## config.mk

```make
export PLATFORM = sky130hd
export DESIGN_NAME = pipelined_adder
export DESIGN_NICKNAME = d
export VERILOG_FILES = /design/src/rtl/pipelined_adder.sv
export SDC_FILE = /design/constraint.sdc
export NUM_CORES = 1
export LEC_CHECK = 0
export BUFFER_PORTS_ARGS = -buffer_cell sky130_fd_sc_hd__buf_2
export CAP_MARGIN = 0
export CORE_ASPECT_RATIO = 2
export CORE_MARGIN = 4
export CORE_UTILIZATION = 51
export DETAILED_ROUTE_END_ITERATION = 12
export GPL_ROUTABILITY_DRIVEN = 0
export PLACE_DENSITY = 0.72
export SYNTH_ARGS = -nofsm -noshare
export SYNTH_HDL_FRONTEND = slang
export SYNTH_SLANG_ARGS = --single-unit
```

## constraint.sdc

```tcl
create_clock -name clk -period 3.8 [get_ports clk]
set_input_delay 0 -clock clk [delete_from_list [all_inputs] [get_ports clk]]
set_output_delay 0 -clock clk [all_outputs]
set_load 0.03 [all_outputs]
```

## src/rtl/pipelined_adder.sv

```systemverilog
// Chunked carry-pipelined adder/subtractor with valid/ready flow control.
// Each stage resolves CHUNK bits; the whole pipeline freezes while the output is back-pressured.
module pipelined_adder #(
  parameter int WIDTH = 16,
  parameter int CHUNK = 4
) (
  input  logic             clk,
  input  logic             rst_n,
  input  logic             in_valid,
  output logic             in_ready,
  input  logic [WIDTH-1:0] A,
  input  logic [WIDTH-1:0] B,
  input  logic             Cin,
  input  logic             Sub,
  output logic             out_valid,
  input  logic             out_ready,
  output logic [WIDTH-1:0] Sum,
  output logic             Cout,
  output logic             Ovf
);

  localparam int STAGES = WIDTH / CHUNK;

  if (WIDTH % CHUNK != 0) begin : g_bad_chunk
    $error("pipelined_adder: CHUNK must divide WIDTH");
  end

  logic             w_stall;
  logic             w_v_q [STAGES];
  logic             w_c_q [STAGES];
  logic [WIDTH-1:0] w_a_q [STAGES];
  logic [WIDTH-1:0] w_b_q [STAGES];
  logic [WIDTH-1:0] w_s_q [STAGES];

  for (genvar k = 0; k < STAGES; k++) begin : g_stage
    logic             w_v_in;
    logic             w_c_in;
    logic [WIDTH-1:0] w_a_in;
    logic [WIDTH-1:0] w_b_in;
    logic [WIDTH-1:0] w_s_in;
    logic [WIDTH-1:0] w_s_nxt;
    logic [CHUNK:0]   w_chunk;
    logic             r_v;
    logic             r_c;
    logic [WIDTH-1:0] r_a;
    logic [WIDTH-1:0] r_b;
    logic [WIDTH-1:0] r_s;

    // Subtraction is folded in at entry: B is inverted and the borrow-in becomes an inverted carry-in.
    if (k == 0) begin : g_head
      assign w_v_in = in_valid;
      assign w_a_in = A;
      assign w_b_in = Sub ? ~B : B;
      assign w_c_in = Sub ? ~Cin : Cin;
      assign w_s_in = '0;
    end else begin : g_body
      assign w_v_in = w_v_q[k-1];
      assign w_a_in = w_a_q[k-1];
      assign w_b_in = w_b_q[k-1];
      assign w_c_in = w_c_q[k-1];
      assign w_s_in = w_s_q[k-1];
    end

    assign w_chunk = {1'b0, w_a_in[k*CHUNK +: CHUNK]}
                   + {1'b0, w_b_in[k*CHUNK +: CHUNK]}
                   + {{CHUNK{1'b0}}, w_c_in};

    always_comb begin
      w_s_nxt = w_s_in;
      w_s_nxt[k*CHUNK +: CHUNK] = w_chunk[CHUNK-1:0];
    end

    always_ff @(posedge clk) begin
      if (!rst_n) begin
        r_v <= 1'b0;
        r_c <= 1'b0;
        r_a <= '0;
        r_b <= '0;
        r_s <= '0;
      end else if (!w_stall) begin
        r_v <= w_v_in;
        r_c <= w_chunk[CHUNK];
        r_a <= w_a_in;
        r_b <= w_b_in;
        r_s <= w_s_nxt;
      end
    end

    assign w_v_q[k] = r_v;
    assign w_c_q[k] = r_c;
    assign w_a_q[k] = r_a;
    assign w_b_q[k] = r_b;
    assign w_s_q[k] = r_s;
  end

  assign out_valid = w_v_q[STAGES-1];
  assign Sum       = w_s_q[STAGES-1];
  assign Cout      = w_c_q[STAGES-1];
  // Operand sign bits ride along to the last stage so overflow is judged on the effective B.
  assign Ovf       = (w_a_q[STAGES-1][WIDTH-1] == w_b_q[STAGES-1][WIDTH-1]) &&
                     (Sum[WIDTH-1] != w_a_q[STAGES-1][WIDTH-1]);

  assign w_stall  = out_valid && !out_ready;
  assign in_ready = !w_stall;

endmodule

```

==> flow_summary.json <==
{
  "status": "finished clean",
  "hold-path-cell-count": 3,
  "criticalPathCategory": "register to primary output",
  "core-area_sq_um": 7940,
  "ys_types": 28,
  "rsz0062_at_grt": "no",
  "tns_ns": 0,
  "final_net_count": 603,
  "final_area_sq_um": 4920,
  "postPlaceCellArea_sq_um": 4410,
  "reg2reg_to": "g_stage[1].r_s[7]",
  "yosysTopAreaCell": "dfxtp_1",
  "numCtsBuffers": 9,
  "crit_path_end_kind": "primary output",
  "min_path_type": "input port to register",
  "initialDrtViolationCount": 205,
  "drc_errors": 0,
  "crit_arrival_ns": 2.09,
  "post_cts_buffers": 0,
  "syn_area_sq_um": 4180,
  "worst_slew_pin_slew_ns": 0.958,
  "clock.fmax_mhz": 479,
  "io_buffers": 57,
  "r2r_cells": 4,
  "avgViaCountPerCell": 5.22,
  "hpwl_mm": 5.68,
  "wire_per_inst_um": 13.5,
  "clk_latency_ns": 0.34,
  "min-delay-start": "B[7]",
  "cts.path.max_buffers": 2,
  "root_buffer": "clkbuf_16",
  "reg2reg_from": "out_valid",
  "gr-usage-all-layers": 0.190,
  "worstHoldEndpoint": "g_stage[0].r_b[7]",
  "die-area_sq_um": 9790,
  "row_count": 46,
  "clock_skew_ns": 0.00442,
  "ctsResizeCount": 0,
  "stdcell_count": 645,
  "synth-edff-count": 0,
  "crit_required_ns": 3.80,
  "seq_area_frac_synth": 0.469,
  "layout-drive-gt1-share": 0.166,
  "maxCapViolations": 0,
  "yosys_warnings": 0,
  "die_x_um": 72.0,
  "placedCellCount": 608,
  "synth.most_common_cell": "nand2_1",
  "ir_drop_mv": 0.281,
  "crit_path_start": "out_valid",
  "htree_levels": 3,
  "synth_ff_type": "dfxtp_1",
  "avgSynthCellArea_sq_um": 8.58,
  "syn_nets": 545,
  "antenna_found_initial": 0,
  "cp_max_fo": 63,
  "areaGrowthSynthToFinish_pct": 17.7,
  "syn_inst": 487,
  "clock_sinks": 98,
  "fin_total_pwr_uw": 2270,
  "netlist_top_cells_area": "dfxtp_1 47%, nand2_1 13%, a21oi_1 9.8%",
  "synth_top_area_share": 0.469,
  "rrSetupSlack_ns": 1.89,
  "cts_tree": "yes",
  "num_vias": 3366,
  "grt_max_degree": 88,
  "routed_wl_mm": 8.69,
  "slew_violations": 0,
  "io_pins": 58,
  "slew_headroom": 0.360,
  "grt_pass1_wl_mm": 14.7,
  "hold_viol_final": 0,
  "die_h_um": 136,
  "hold_buffers": 22,
  "ant_nets": 0,
  "cp-start-kind": "register",
  "grt_overflow": 0,
  "leakagePower_uw": 0.00204,
  "ys_top_cells_by_count": "149 x nand2_1, 98 x dfxtp_1, 82 x a21oi_1, 22 x nor2_1, 15 x a211oi_2",
  "clk_pin_slew_ns": 0.06,
  "grt_pass1_vias": 3308,
  "setup_violations": 0,
  "min_period_ns": 2.09,
  "dr.pass1.iters": 4,
  "start_util": 0.526,
  "n_antenna_cell": 0,
  "ys_async_sr_fraction": 0,
  "timing.final.crit_share": 0.549,
  "ys_seq_elements": 98,
  "power_density_nw_per_um2": 462
}
==> state kept, by name, indices dropped and copies added, names as in the netlist <==
register,count
Cout,1
Sum,16
g_stage.r_a,25
g_stage.r_b,25
g_stage.r_c,3
g_stage.r_s,24
g_stage.r_v,3
out_valid,1
==> cells in the final DEF, fill, tap and decap left out, drive strengths merged, types with 12 or more instances in the layout <==
cell	count
dlygate4sd3	22
xnor2	14
a21oi	82
nand2	149
dfxtp	98
buf	60
ha	12
nor2	22
clkbuf	12
a211oi	17
==> worst max path at each step <==
stage	to
3_3_place_gp	g_stage[0].r_c
4_1_cts	in_ready
2_1_floorplan	g_stage[0].r_c
6_report	in_ready
3_5_place_dp	g_stage[0].r_c
5_1_grt	in_ready
==> layout make-up <==
class                   instances  area (sq um)
fillers                       744          3020
multi-input cells             344          1970
flip-flops and latches         98          1960
repair buffers                 82           541
clock buffers                  12           246
well taps                      96           120
clock inverters                 3          40.0
inverters                      10          38.8
==> cells by family (layout without fill, tap and decap cells) <==
kind of cell | Yosys count | count (layout) | share of synthesized area
AO/OA/AOI/OAI | 116 | 116 | 0.176
buffers and inverters | 45 | 107 | 0.0590
flip-flops | 98 | 98 | 0.469
AND/OR/NAND/NOR | 187 | 187 | 0.177
XOR/XNOR | 21 | 21 | 0.0440
adder cells (fa/ha/maj) | 20 | 20 | 0.0742
==> critical path, cell delays in order, from the launching register on <==
cell	delay, ns
dfxtp_1	0.33
nor2b_4	0.16
clkinv_2	0.54
buf_12	0.44
buf_2	0.22
==> layer usage <==
| layer | global-route usage | share of wire | vias up | wire [um] |
|---|---|---|---|---|
| met1 | 0.202 | 0.40 | 1587 | 3450 |
| li1 | - | - | 1715 | - |
| met4 | 0.0858 | 0.028 | 0 | 246 |
| met2 | 0.352 | 0.55 | 47 | 4760 |
| met5 | 0 | 0 | - | 0 |
| met3 | 0.0355 | 0.027 | 17 | 234 |
==> metrics by stage <==
step / utilization / setup WS (ns) / hold WS (ns)
2_1_floorplan: - / 1.97 / 0.140
3_3_place_gp: 0.555 / 1.82 / 0.247
3_5_place_dp: 0.555 / 1.75 / 0.251
4_1_cts: 0.619 / 1.74 / 0.00233
5_1_grt: 0.619 / 1.62 / 0.0261
6_report: 0.619 / 1.71 / 0.00471
==> report_power, final <==
group	internal, uW	total, uW	switching [uW]
combinational	117	255	138
clock	523	886	364
sequential	1100	1130	37.5
total	1740	2270	539
(Power assumes the default switching activity.)
